<file path="src/rtl/div_unit.sv">
// Iterative radix-2 restoring divider for RV32M DIV/DIVU/REM/REMU with start/busy/valid handshake.
// Optional DIV_FAST_SPECIAL_EN: divide-by-zero and signed overflow skip the iteration phase.
`timescale 1ns/1ps

`ifndef CPU_WIDTH
`define CPU_WIDTH 32
`endif

module div_unit (
   input  logic                  clk,
   input  logic                  rst_n,
   input  logic                  div_start,
   input  logic [1:0]            div_op,
   input  logic [`CPU_WIDTH-1:0] div_src1,
   input  logic [`CPU_WIDTH-1:0] div_src2,
   input  logic                  div_flush,
   output logic                  div_busy,
   output logic                  div_valid,
   output logic [`CPU_WIDTH-1:0] div_res
);

   localparam int W  = `CPU_WIDTH;
   localparam int CW = $clog2(W);
   localparam logic [W-1:0] INT_MIN = {1'b1, {(W-1){1'b0}}};

   typedef enum logic [1:0] {IDLE, CALC, DONE} state_t;

   state_t         state, state_nxt;
   logic           rem_sel_q;
   logic           q_neg_q, r_neg_q;
   logic           dbz_q, ovf_q;
   logic [W-1:0]   rem_q, quo_q, dsr_q, src1_q;
   logic [CW-1:0]  cnt_q;

   logic           signed_op, s1_neg, s2_neg;
   logic           dbz_in, ovf_in, start_ok;
   logic [W-1:0]   abs1, abs2;
   logic [W:0]     shifted, diff;
   logic [W-1:0]   q_fix, r_fix, res_nxt;

   // Request decode: magnitudes and special-case flags are resolved once, at acceptance.
   assign signed_op = ~div_op[0];
   assign s1_neg    = signed_op & div_src1[W-1];
   assign s2_neg    = signed_op & div_src2[W-1];
   assign abs1      = s1_neg ? -div_src1 : div_src1;
   assign abs2      = s2_neg ? -div_src2 : div_src2;
   assign dbz_in    = (div_src2 == '0);
   assign ovf_in    = signed_op && (div_src1 == INT_MIN) && (div_src2 == '1);
   assign start_ok  = (state == IDLE) && div_start && !div_flush;
   assign div_busy  = (state != IDLE);

   // NOTE: every output of an always_comb gets a default first so no path leaves it unassigned (no latch).
   always_comb begin
      state_nxt = state;
      case (state)
         IDLE: if (start_ok) begin
`ifdef DIV_FAST_SPECIAL_EN
            state_nxt = (dbz_in || ovf_in) ? DONE : CALC;
`else
            state_nxt = CALC;
`endif
         end
         CALC:    if (cnt_q == CW'(W-1)) state_nxt = DONE;
         DONE:    state_nxt = IDLE;
         default: state_nxt = IDLE;
      endcase
      if (div_flush) state_nxt = IDLE;
   end

   // NOTE: sequential state uses non-blocking assignments so all registers update from pre-edge values.
   always_ff @(posedge clk or negedge rst_n) begin
      if (!rst_n) state <= IDLE;
      else        state <= state_nxt;
   end

   // One restoring step: the W+1-bit trial subtract's sign bit decides keep vs restore.
   assign shifted = {rem_q, quo_q[W-1]};
   assign diff    = shifted - {1'b0, dsr_q};

   always_ff @(posedge clk or negedge rst_n) begin
      if (!rst_n) begin
         rem_sel_q <= 1'b0;
         q_neg_q   <= 1'b0;
         r_neg_q   <= 1'b0;
         dbz_q     <= 1'b0;
         ovf_q     <= 1'b0;
         rem_q     <= '0;
         quo_q     <= '0;
         dsr_q     <= '0;
         src1_q    <= '0;
         cnt_q     <= '0;
      end else if (start_ok) begin
         rem_sel_q <= div_op[1];
         q_neg_q   <= s1_neg ^ s2_neg;
         r_neg_q   <= s1_neg;
         dbz_q     <= dbz_in;
         ovf_q     <= ovf_in;
         rem_q     <= '0;
         quo_q     <= abs1;
         dsr_q     <= abs2;
         src1_q    <= div_src1;
         cnt_q     <= '0;
      end else if (state == CALC) begin
         if (!diff[W]) begin
            rem_q <= diff[W-1:0];
            quo_q <= {quo_q[W-2:0], 1'b1};
         end else begin
            rem_q <= shifted[W-1:0];
            quo_q <= {quo_q[W-2:0], 1'b0};
         end
         cnt_q <= cnt_q + 1'b1;
      end
   end

   // Sign correction, then the RISC-V special cases override the iterated value.
   assign q_fix = q_neg_q ? -quo_q : quo_q;
   assign r_fix = r_neg_q ? -rem_q : rem_q;

   always_comb begin
      res_nxt = rem_sel_q ? r_fix : q_fix;
      if (dbz_q)      res_nxt = rem_sel_q ? src1_q : '1;
      else if (ovf_q) res_nxt = rem_sel_q ? '0 : INT_MIN;
   end

   always_ff @(posedge clk or negedge rst_n) begin
      if (!rst_n) begin
         div_valid <= 1'b0;
         div_res   <= '0;
      end else begin
         div_valid <= (state == DONE) && !div_flush;
         if ((state == DONE) && !div_flush) div_res <= res_nxt;
      end
   end

endmodule
</file>
<file path="config.mk">
export PLATFORM = sky130hd
export DESIGN_NAME = div_unit
export DESIGN_NICKNAME = d
export VERILOG_FILES = /design/src/rtl/div_unit.sv
export SDC_FILE = /design/constraint.sdc
export NUM_CORES = 1
export LEC_CHECK = 0
export CELL_PAD_IN_SITES_DETAIL_PLACEMENT = 1
export CELL_PAD_IN_SITES_GLOBAL_PLACEMENT = 1
export CORE_ASPECT_RATIO = 1.1
export CORE_UTILIZATION = 48
export DETAILED_ROUTE_END_ITERATION = 10
export GPL_ROUTABILITY_DRIVEN = 1
export GPL_TIMING_DRIVEN = 1
export PLACE_DENSITY = 0.85
export SLEW_MARGIN = 5
export SYNTH_ARGS = -nofsm -noshare
export SYNTH_HDL_FRONTEND = slang
export SYNTH_SLANG_ARGS = --single-unit
export TNS_END_PERCENT = 50
</file>
<file path="constraint.sdc">
create_clock -name clk -period 5.78 [get_ports clk]
set_input_delay 0.578 -clock clk [delete_from_list [all_inputs] [get_ports clk]]
set_output_delay 0.578 -clock clk [all_outputs]
set_load 0.02 [all_outputs]
</file>
Word level (Yosys, flattened, before mapping)
Cells that the tools add are included.
W data, S select, Z words.
Storage, ports and cells
  input bits: 70
  logic and storage cells: 62
  register bits after elaboration: 173
  output and inout port bits: 34
Cells by class
  reductions and logical operators: 11
  add/subtract/negate cells: 6
  mux-type cells: 21
  bitwise operators: 4
  equal/unequal tests: 7
Operators by type and width (number)
  $mux W32: 14
  $neg A32 Y32: 4
  $eq A32 B32 Y1 const B: 2
  $sub A33 B32 Y33: 1
  $logic_not A32 Y1: 1
  $mux W5: 2
  $mux W2: 3
  $ne A3 B3 Y1 const B: 2
  $add A5 B1 Y5 const B: 1
  $eq A5 B5 Y1 const B: 1
  $logic_and A1 B1 Y1: 5
  $pmux W2 S2: 1
  $reduce_bool A2 Y1: 2
  $and A1 B1 Y1: 2
  $eq A2 B1 Y1 const B: 1
  $eq A2 B2 Y1 const B: 1
  $logic_not A2 Y1: 1
  $reduce_and A2 Y1: 1
  $logic_not A1 Y1: 1
  $mux W1: 1
  $not A1 Y1: 1
  $xor A1 B1 Y1: 1

Logic depth before layout (Yosys ltp)
Gate-level depths: netlist (run 1).
  depth after elaboration: 6
  depth in mapped cells: 13
  gate-level depth less buffers: 11

Least setup slack after synthesis (run 1)
OpenSTA, ideal clock, no wires.
  path kind: reg2reg
  start: reg quo_q[31]
  end: reg rem_q[0]
  clock period less this slack: 3.033 ns
  arrival time: 2.913 ns
  library setup time: 0.120 ns
  stages on the path, launching flop included: 14
  data required time: 5.660 ns
  path slack: 2.747 ns
  buffers on the path: 2
  cells stage by stage: dfrtp_1 > inv_1 > ha_1 > fa_1 > nand2b_1 > a21oi_1 > o211ai_1 > a211oi_1 > a21oi_1 > xnor2_1 > buf_2 > clkbuf_1 > nand2_1 > a31o_2
On the way
  word-level cells in the longest chain between the ends: 4
RTL lines
  start, declared: line 32  | logic [W-1:0] rem_q, quo_q, dsr_q, src1_q;
  start signal, assigned: line 99  | quo_q <= abs1;
  start signal, assigned: line 106  | quo_q <= {quo_q[W-2:0], 1'b1};
  start signal, assigned: line 109  | quo_q <= {quo_q[W-2:0], 1'b0};
  $sub A33 B32 Y33: line 78  | assign diff = shifted - {1'b0, dsr_q};
  $mux W32 (*): line 104  | if (!diff[W]) begin
  $mux W32 (*): line 103  | end else if (state == CALC) begin
  $mux W32 (*): line 92  | end else if (start_ok) begin
  end signal, assigned: line 105  | rem_q <= diff[W-1:0];
  end signal, assigned: line 108  | rem_q <= shifted[W-1:0];
  end, declared: line 32
Every way passes the cells marked *; elsewhere a longest branch is shown, timed or not. The select of a mux whose other input is x is not followed.
A chain may end at the register's enable or synchronous reset.

Final worst setup path (run 1)
  start: reg quo_q[31]
  end: reg rem_q[31]
On the way
  word-level cells in the longest chain between the ends: 4
RTL lines (line)
  $sub A33 B32 Y33: 78
  $mux W32: 104
  $mux W32: 103
  $mux W32: 92
No other way between the ends. The select of a mux whose other input is x is not followed.

==> flow_summary.ini, run 1 <==
[outcome]
outcome = completed

[place]
placed_cell_area_um2 = 13500
post_detail_place_hpwl_um = 28600
finalWeightedCongestion = 0.862
placement.io_buffers = 103
dpl_worst_slack_ns = 1.96
placed_cells = 1886

[sta]
post-route-worst-setup-slack_ns = 1.89
timing.final.hold_violations = 0
min_period_over_period = 0.673
clock_skew_ns = 0.0137
setup-violations-final = 0
tightest_slew_ns = 1.19
maxSlewHeadroom = 0.205
final_period_minus_worst_setup_slack_ns = 3.89
unrepaired_setup_endpoints_after_global_routing = false
timing.final.max_slew_violations = 0
fmaxAchievable_mhz = 257
final.setup.tns_ns = 0

[detailed_routing]
dr_total_vias = 11800
average_wire_length_per_cell_after_detail_routing_um = 20.6
ant_nets = 0
routed_via_density = 6.15
detail_route.iter0.violations = 748
route.final.wire_length_um = 39500
drt_drc_violations_left = 0
detail_route.first_pass.iterations = 5

[hold_path]
hold_class = in2async

[clocking]
clk_root_buffer_cell = sky130_fd_sc_hd__clkbuf_16
cts.clk_slew.worst_paths_ns = 0.08
ctsLongestPathBuffers = 2
cts.sink_count = 173
cts_setup_buffers = 0
postCtsHoldBufs = 0
postCtsResizedCells = 0
cts_tree = done
cts-buffers-inserted = 17
ctsHtreeMaxLevel = 4
clock_insertion_delay_worst_skew_ns = 0.44

[critical_path]
worst_setup_path_endpoint = rem_q[31]$_DFFE_PN0P_
worstPathArrival_ns = 4.23
critical-path-top-delay-family = compound AO/OA/AOI/OAI gates
timing.reg2reg.worst_path_depth = 12
critPathMaxStageDelay_ns = 0.44
critical_path.reg2reg.endpoint = rem_q[31]$_DFFE_PN0P_
setup.worst_path.class = reg2reg
critPathBufInv = 2
critPathMaxFanout = 23
cp_cell_sequence = inv_1, ha_1, fa_1, nand2b_1, a21oi_1, o211ai_1, a211oi_1, a21oi_1, xnor2_2, buf_4, nand2_1, o31ai_1
ff2ff_setup_slack_ns = 1.89
critical_path.startpoint_type = flop
rr_startpoint = quo_q[31]$_DFFE_PN0P_
critPathCaptureType = flop
worst_ep_required_time_ns = 6.12
crit_cells = 12
crit_path_top_delay_cell = sky130_fd_sc_hd__a211oi_1
path_common_cell = sky130_fd_sc_hd__a21oi_1
worstSetupStartpoint = quo_q[31]$_DFFE_PN0P_

[finish]
postLayoutCoreUtil = 0.568
fillers = 3040
layout.area.seq_um2 = 4330
multi_input_area_um2 = 7370
finish.cell_count_without_fillers = 1918
area.growth.synth_to_final_pct = 14.9
drive_above_1_share = 0.0473
layout.cell_area.non_filler_um2 = 14000
num-nets-final = 1705
num_antenna_cells = 0

[power_and_ir_drop]
cellLeakagePower_nw = 6.06
cellPowerDensity_nw_per_um2 = 431
vdd.ir_drop.worst_mv = 0.192

[logic_synthesis]
synth-main-ff-cell = sky130_fd_sc_hd__dfrtp_1
synthArstFlopShare = 1.00
synth_enable_flop_cells = 0
seq_area_frac_synth = 0.354
synthesis.nets = 1655
avgSynthCellArea_um2 = 7.91
yosysWarnings = 0
syn_inst = 1545
synth_top_area_share = 0.354
synth_top_area_cell = sky130_fd_sc_hd__dfrtp_1
synth-seq-cells = 173
synthDistinctLibCells = 68
synth_common_cells = 306 x sky130_fd_sc_hd__nand2_1, 173 x sky130_fd_sc_hd__dfrtp_1, 149 x sky130_fd_sc_hd__o21ai_0, 99 x sky130_fd_sc_hd__nor2_1, 81 x sky130_fd_sc_hd__a21oi_1
synthTopCellsByArea = sky130_fd_sc_hd__dfrtp_1 35%, sky130_fd_sc_hd__nand2_1 9.4%, sky130_fd_sc_hd__o21ai_0 6.1%
synthesis.area_um2 = 12200
synth.most_common_cell = sky130_fd_sc_hd__nand2_1

[run]
max_cap_viol_count = 0

[global_route]
antenna_found_initial = 2
grt_overflow_total = 0
groute.usage.overall = 0.312
grt_pass1_wl_um = 64400
grt_pass1_vias = 12400
pin_count_of_the_biggest_net_entering_global_routing = 87

[die]
floorplan.rows = 60
floorplan.die.width_um = 154
start_util = 0.495
fp.dieArea_um2 = 26100
die_h_um = 169
boundaryPins = 104
core_region_area_um2 = 24700
[worst register-to-register path, delay by kind of cell (launching register included)]
kind                       cells  cell delay, ns
xor gates and xnor gates       1            0.35
DFF                            1            0.33
and+or+nand+nor                2            0.49
buffers and inverters          2            0.50
adders and majority gates      2            0.64
AOI/OAI and AO/OA              5            1.49
[per-stage QoR]
stage | power [W] | hold WS (ns)
2_1_floorplan | 0.00396 | 0.282
3_3_place_gp | 0.00468 | 0.455
3_5_place_dp | 0.00483 | 0.467
4_1_cts | 0.00605 | 0.232
5_1_grt | 0.00646 | 0.274
6_report | 0.00605 | 0.199
[report_power, final]
part / switching [W] / internal, W
Combinational: 0.00178 / 0.00123
Clock: 0.000555 / 0.000624
Sequential: 0.000387 / 0.00148
[metal layers]
| metal | GRT usage | routed length (µm) | vias up |
|---|---|---|---|
| met1 | 0.381 | 16600 | 5845 |
| met3 | 0.0403 | 1670 | 87 |
| met2 | 0.549 | 19800 | 325 |
| li1 | - | - | 5528 |
| met4 | 0.141 | 1410 | 2 |
| met5 | 0 | 9 | - |
[cell usage in the layout, fill, tap and decap left out, types with 4 or more instances in the layout]
master                              n
sky130_fd_sc_hd__nand4_1           15
sky130_fd_sc_hd__inv_8              4
sky130_fd_sc_hd__a21o_1            17
sky130_fd_sc_hd__a21boi_0           7
sky130_fd_sc_hd__inv_1             52
sky130_fd_sc_hd__nand2_1          306
sky130_fd_sc_hd__clkbuf_16         17
sky130_fd_sc_hd__a22oi_1            8
sky130_fd_sc_hd__o31ai_1           30
sky130_fd_sc_hd__nand3_1           45
sky130_fd_sc_hd__nor2b_1           12
sky130_fd_sc_hd__or2_2              9
sky130_fd_sc_hd__o41ai_1           16
sky130_fd_sc_hd__nor2_1            99
sky130_fd_sc_hd__xnor2_1           70
sky130_fd_sc_hd__nor3_1            26
sky130_fd_sc_hd__and2_1             5
sky130_fd_sc_hd__inv_6              5
sky130_fd_sc_hd__a21oi_1           81
sky130_fd_sc_hd__o211ai_1          19
sky130_fd_sc_hd__dfrtp_1          173
sky130_fd_sc_hd__clkdlybuf4s50_1  102
sky130_fd_sc_hd__a31oi_1           34
sky130_fd_sc_hd__a211oi_1           8
sky130_fd_sc_hd__o21ai_0          149
sky130_fd_sc_hd__nor4_1            13
sky130_fd_sc_hd__mux2i_1           23
sky130_fd_sc_hd__ha_1              39
sky130_fd_sc_hd__and3_1            16
sky130_fd_sc_hd__or4_1              6
sky130_fd_sc_hd__o21a_1             9
sky130_fd_sc_hd__nand2b_1          14
sky130_fd_sc_hd__o21bai_1           4
sky130_fd_sc_hd__xor2_1            71
sky130_fd_sc_hd__buf_4             18
sky130_fd_sc_hd__o22ai_1           12
sky130_fd_sc_hd__or3_1             14
sky130_fd_sc_hd__a41oi_1            4
sky130_fd_sc_hd__nand3b_1           4
[sequential cells by signal, indices dropped and copies added (netlist names), 2 cells and up]
register / count
div_res: 32
dsr_q: 32
quo_q: 32
rem_q: 32
src1_q: 32
cnt_q: 5
state: 2
[final cells by class]
cell class              instances  area share
inverters                      52      0.0139
clock buffers                  18      0.0313
repair buffers                121      0.0832
well taps                     310      0.0276
flip-flops and latches        173       0.308
clock inverters                14      0.0105
multi-input cells            1230       0.525
[worst min path at each step]
stage	startpoint	endpoint	cells after the start
3_3_place_gp	src1_q[7]$_DFFE_PN0P_	src1_q[7]$_DFFE_PN0P_	2
2_1_floorplan	rst_n	cnt_q[0]$_DFFE_PN0P_	0
3_5_place_dp	src1_q[22]$_DFFE_PN0P_	src1_q[22]$_DFFE_PN0P_	2
5_1_grt	rst_n	div_valid$_DFF_PN0_	1
4_1_cts	rst_n	src1_q[9]$_DFFE_PN0P_	1
6_report	rst_n	src1_q[9]$_DFFE_PN0P_	1
[cell families (layout without fill, tap and decap cells)]
group	Yosys count	count (layout)	synth area share
compound gates	424	424	0.216
xor+xnor	142	142	0.102
simple gates	599	599	0.221
flops	173	173	0.354
mux	25	25	0.0207
buf+inv	142	205	0.0444
fa+ha+maj	40	40	0.0416
Note: power is estimated with default switching activity, not from simulation.
==> run 2, diff against run 1 <==
CORE_UTILIZATION = 40   (was 48)
PLACE_DENSITY = 0.76   (was 0.85)
clock period = 3.4 ns   (was 5.78 ns; I/O delays follow)
==> run 2 against run 1 <==
Net effect:
- the flow now finishes with violations (hold timing)
- first-iteration DRC count decreased by 8.3%
- clock skew down 0.0025 ns
- non-clock buffer count rose by 40
- final area up 3.3%
- critical endpoint is now rem_q[0]$_DFFE_PN0P_
- largest cell class unchanged
- highest routed layer is now met4
==> flow_summary.ini, run 2 (synthesized netlist as in run 1, its figures left out) <==
[power_and_ir_drop]
cellLeakagePower_nw = 6.28
seq_power_share = 0.297
vdd.ir_drop.worst_mv = 0.466
clock_power_share = 0.188
cell_internal_pwr_w = 0.00587
power_switching_w = 0.00461
p_sw_frac = 0.440
share_comb_of_total_power = 0.514
cellPowerDensity_nw_per_um2 = 723

[sta]
post-route-worst-setup-slack_ns = 0.235
final.setup.tns_ns = 0
final_period_minus_worst_setup_slack_ns = 3.17
unrepaired_setup_endpoints_after_global_routing = false
timing.final.hold_violations = 10
min_period_over_period = 0.931
maxSlewHeadroom = 0.418
timing.final.max_slew_violations = 0
clock_skew_ns = 0.0112
hold_ws_ns = -0.00857
tightest_slew_ns = 0.873
setup-violations-final = 0
fmaxAchievable_mhz = 316

[die]
die_h_um = 185
core_region_area_um2 = 29800
fp.dieArea_um2 = 31300
start_util = 0.410
floorplan.die.width_um = 169
floorplan.rows = 66
boundaryPins = 104

[critical_path]
crit_path_top_delay_cell = sky130_fd_sc_hd__fa_1
critPathMaxFanout = 8
critical_path.startpoint_type = flop
worst_ep_required_time_ns = 3.73
critPathMaxStageDelay_ns = 0.38
setup.worst_path.class = reg2reg
critical-path-top-delay-family = compound AO/OA/AOI/OAI gates
critPathCaptureType = flop
critPathBufInv = 3
worstPathArrival_ns = 3.49
cp_cell_sequence = inv_1, ha_1, fa_1, nand2b_1, a21oi_1, o211ai_1, a211oi_1, buf_4, a21oi_1, xor2_1, buf_4, nand2_1, a31o_2

[detailed_routing]
route.final.wire_length_um = 40200
dr_total_vias = 11800
drt_drc_violations_left = 0
routed_via_density = 5.72
average_wire_length_per_cell_after_detail_routing_um = 19.6
ant_nets = 0
detail_route.iter0.violations = 686
detail_route.first_pass.iterations = 5

[place]
placement.io_buffers = 103
finalWeightedCongestion = 0.880
dpl_worst_slack_ns = 0.0633
post_detail_place_hpwl_um = 29400
placed_cells = 2024

[finish]
area.growth.synth_to_final_pct = 18.6
drive_above_1_share = 0.0692
final_cell_mix = 306 x sky130_fd_sc_hd__nand2_1, 173 x sky130_fd_sc_hd__dfrtp_1, 149 x sky130_fd_sc_hd__o21ai_0
finish.cell_count_without_fillers = 2055
num_antenna_cells = 0
final_common_cell = sky130_fd_sc_hd__nand2_1
num-nets-final = 1745

[global_route]
grt_pass1_wl_um = 65000
antenna_found_initial = 0
grt_pass1_vias = 12100
pin_count_of_the_biggest_net_entering_global_routing = 179
grt_overflow_total = 0
groute.usage.overall = 0.266

[clocking]
clock_insertion_delay_worst_skew_ns = 0.44
cts_tree = done
cts_setup_buffers = 0
postCtsHoldBufs = 0
ctsLongestPathBuffers = 2
cts.clk_slew.worst_paths_ns = 0.07
clk_root_buffer_cell = sky130_fd_sc_hd__clkbuf_16
cts.sink_count = 173
ctsHtreeMaxLevel = 4
cts-buffers-inserted = 17

[run]
max_cap_viol_count = 0

[hold_path]
hold_class = in2async

[outcome]
outcome = complete, but fails checks
violations = hold timing
==> run 2: cell count changes in the layout (fill, tap and decap cells not counted), moves of 3 or more <==
| cell | before | now |
|---|---|---|
| sky130_fd_sc_hd__inv_8 | 4 | 0 |
| sky130_fd_sc_hd__buf_12 | 0 | 4 |
| sky130_fd_sc_hd__buf_4 | 18 | 54 |
| sky130_fd_sc_hd__clkinv_2 | 1 | 4 |
==> run 2: final cells by class <==
type / instances / area [µm²]
Inverter: 52 / 195
Timing Repair Buffer: 161 / 1520
Multi-Input combinational cell: 1230 / 7370
Sequential cell: 173 / 4330
Tap cell: 408 / 510
Clock inverter: 13 / 140
Clock buffer: 18 / 429
Fill cell: 3611 / 15300
==> run 2: power by group through the flow <==
stage | logic [W] | clock network, W | registers (W)
finish | 0.00539 | 0.00197 | 0.00312
global route | 0.00596 | 0.00207 | 0.00318
CTS | 0.00538 | 0.00201 | 0.00310
detailed placement | 0.00532 | 0 | 0.00313
global placement | 0.00513 | 0 | 0.00310
floorplan | 0.00379 | 0 | 0.00294
==> run 2: final timing paths <==
check / start / to / slack, ns / cells past startpoint
max: quo_q[31]$_DFFE_PN0P_ / rem_q[0]$_DFFE_PN0P_ / 0.23 / 13
min: rst_n / div_valid$_DFF_PN0_ / -0.009 / 1
max reg2reg: quo_q[31]$_DFFE_PN0P_ / rem_q[0]$_DFFE_PN0P_ / 0.23 / 13
min reg2reg: dsr_q[8]$_DFFE_PN0P_ / dsr_q[8]$_DFFE_PN0P_ / 0.48 / 2
max in group asynchronous: rst_n / dsr_q[31]$_DFFE_PN0P_ / 2.51 / 2
min in group clk: dsr_q[8]$_DFFE_PN0P_ / dsr_q[8]$_DFFE_PN0P_ / 0.48 / 2
==> run 2: stage by stage <==
stage | util | total power (W) | instance area [µm²]
floorplan | - | 0.00674 | 12200
global placement | 0.467 | 0.00823 | 13900
detailed placement | 0.467 | 0.00845 | 13900
CTS | 0.486 | 0.0105 | 14500
global route | 0.486 | 0.0112 | 14500
finish | 0.486 | 0.0105 | 14500
==> run 2: timing repair <==
action / CTS / global route
endpoints found under the hold margin: 0 / 0
setup endpoints to repair: 0 / 1
resized for setup: 0 / 1
==> run 2: metal layers <==
layer / share of wire / global-route usage
met1: 0.45 / 0.340
met2: 0.49 / 0.467
met3: 0.034 / 0.0276
met4: 0.025 / 0.0895
met5: 0 / 0
==> run 2: worst reg2reg max path: stages, from the launching register on <==
cell and delay, ns:
sky130_fd_sc_hd__dfrtp_1 0.33, sky130_fd_sc_hd__inv_1 0.06, sky130_fd_sc_hd__ha_1 0.22, sky130_fd_sc_hd__fa_1 0.38, sky130_fd_sc_hd__nand2b_1 0.19, sky130_fd_sc_hd__a21oi_1 0.23, sky130_fd_sc_hd__o211ai_1 0.19, sky130_fd_sc_hd__a211oi_1 0.25
sky130_fd_sc_hd__buf_4 0.17, sky130_fd_sc_hd__a21oi_1 0.12, sky130_fd_sc_hd__xor2_1 0.36, sky130_fd_sc_hd__buf_4 0.25, sky130_fd_sc_hd__nand2_1 0.07, sky130_fd_sc_hd__a31o_2 0.22
==> run 3, diff against run 2 <==
CTS_CLUSTER_SIZE = 24   (was default)
PLACE_DENSITY = default   (was 0.76)
PLACE_DENSITY_LB_ADDON = 0.25   (was default)
==> run 3 against run 2 <==
Net effect:
- the run now ends clean
- fmax up 2.0%
- core utilization up 0.31 points
- cell count is 0.15% higher
- combinational power is essentially flat
- clock skew is 0.0022 ns lower
- total power rose by 1.7%
- sequential power barely moved
- critical path type unchanged
- critical endpoint is now rem_q[7]$_DFFE_PN0P_
- largest power group unchanged
==> flow_summary.ini, run 3 (synthesized netlist as in run 1, its figures left out) <==
[die]
fp.dieArea_um2 = 31300
die_h_um = 185
floorplan.die.width_um = 169
floorplan.rows = 66
start_util = 0.410
core_region_area_um2 = 29800
boundaryPins = 104

[critical_path]
critPathCaptureType = flop
setup.worst_path.class = reg2reg
critical_path.reg2reg.endpoint = rem_q[7]$_DFFE_PN0P_
rr_startpoint = rem_q[0]$_DFFE_PN0P_
worstPathArrival_ns = 3.40
critPathMaxFanout = 28
worst_ep_required_time_ns = 3.69
worst_setup_path_endpoint = rem_q[7]$_DFFE_PN0P_
critical_path.startpoint_type = flop
ff2ff_setup_slack_ns = 0.30
timing.reg2reg.worst_path_depth = 11
worstSetupStartpoint = rem_q[0]$_DFFE_PN0P_

[finish]
final_common_cell = sky130_fd_sc_hd__nand2_1
num-nets-final = 1747
layout.cell_area.non_filler_um2 = 14600
num_antenna_cells = 0
final_cell_mix = 306 x sky130_fd_sc_hd__nand2_1, 173 x sky130_fd_sc_hd__dfrtp_1, 149 x sky130_fd_sc_hd__o21ai_0
area.growth.synth_to_final_pct = 19.4
drive_above_1_share = 0.0709

[power_and_ir_drop]
cellPowerDensity_nw_per_um2 = 730
vdd.ir_drop.worst_mv = 0.418
cellLeakagePower_nw = 6.30

[global_route]
groute.usage.overall = 0.265
antenna_found_initial = 1
grt_overflow_total = 0
pin_count_of_the_biggest_net_entering_global_routing = 97
grt_pass1_vias = 12200
grt_pass1_wl_um = 64900

[place]
placement.io_buffers = 103
post_detail_place_hpwl_um = 29300
placed_cell_area_um2 = 13900
finalWeightedCongestion = 0.860

[sta]
tightest_slew_ns = 0.877
timing.final.hold_violations = 0
unrepaired_setup_endpoints_after_global_routing = false
clock_skew_ns = 0.00902
hold_ws_ns = 0.432
maxSlewHeadroom = 0.415
final.setup.tns_ns = 0
fmaxAchievable_mhz = 322
min_period_over_period = 0.913
setup-violations-final = 0
timing.final.max_slew_violations = 0
final_period_minus_worst_setup_slack_ns = 3.10

[detailed_routing]
routed_via_density = 5.73
route.final.wire_length_um = 39900
drt_drc_violations_left = 0
ant_nets = 0
detail_route.first_pass.iterations = 5
average_wire_length_per_cell_after_detail_routing_um = 19.4
dr_total_vias = 11800
detail_route.iter0.violations = 592

[clocking]
cts.sink_count = 173
clk_root_buffer_cell = sky130_fd_sc_hd__clkbuf_16
clock_insertion_delay_worst_skew_ns = 0.45
cts_setup_buffers = 0
cts_tree = done
ctsLongestPathBuffers = 2
cts-buffers-inserted = 17
cts.clk_slew.worst_paths_ns = 0.07
ctsHtreeMaxLevel = 4

[hold_path]
hold_class = in2async

[outcome]
outcome = completed

[run]
max_cap_viol_count = 0
[run 3: timing repair]
action / in CTS / in global routing
hold buffers: 1 / 0
gates resized for setup: 0 / 1
endpoints found under the hold margin: 52 / 0
setup endpoints to repair: 0 / 23
[run 3: critical path, cell delays in order, from the launching register on]
cell and delay [ns]:
sky130_fd_sc_hd__dfrtp_1 0.41, sky130_fd_sc_hd__inv_1 0.14, sky130_fd_sc_hd__fa_1 0.42, sky130_fd_sc_hd__nand2b_1 0.19
sky130_fd_sc_hd__a21oi_1 0.25, sky130_fd_sc_hd__o211ai_1 0.22, sky130_fd_sc_hd__a211oi_2 0.31, sky130_fd_sc_hd__a21oi_1 0.19
sky130_fd_sc_hd__xnor2_2 0.23, sky130_fd_sc_hd__buf_12 0.24, sky130_fd_sc_hd__mux2i_1 0.21, sky130_fd_sc_hd__o21ai_0 0.12
[run 3: worst min-delay path by stage]
stage	start	end	slack, ns	depth (start not counted)
2_1_floorplan	rst_n	cnt_q[0]$_DFFE_PN0P_	0.04	0
3_3_place_gp	rst_n	src1_q[9]$_DFFE_PN0P_	0.36	1
3_5_place_dp	rst_n	src1_q[8]$_DFFE_PN0P_	0.36	1
4_1_cts	rst_n	src1_q[9]$_DFFE_PN0P_	0.46	2
5_1_grt	rst_n	src1_q[8]$_DFFE_PN0P_	0.49	2
6_report	rst_n	src1_q[9]$_DFFE_PN0P_	0.43	2
[run 3: through the flow]
stage               total power [W]  setup slack [ns]  cells  utilization
finish                       0.0107             0.296   2058        0.489
global route                 0.0114            0.0380   2058        0.489
CTS                          0.0107             0.137   2058        0.489
detailed placement          0.00842            0.0557   2025        0.467
global placement            0.00824            0.0769   2025        0.467
floorplan                   0.00674             0.367   1545            -
[run 3: power breakdown]
part | switching, W | internal (W) | leakage, nW
sequential | 0.000595 | 0.00251 | 2.20
clock | 0.000902 | 0.00128 | 0.299
combinational | 0.00309 | 0.00227 | 3.80
total | 0.00459 | 0.00606 | 6.30
[run 3: area by class of cell]
type,instances,area (µm²)
Clock inverter,12,185
Multi-Input combinational cell,1230,7380
Fill cell,3624,15200
Tap cell,408,510
Sequential cell,173,4330
Inverter,52,195
Timing Repair Buffer,163,1540
Clock buffer,20,457
[run 3: per-layer routing]
layer	track usage	up-vias	routed length, µm
li1	-	5611	-
met4	0.108	2	1180
met2	0.470	253	19900
met5	0	-	13
met3	0.0342	69	1420
met1	0.325	5848	17400
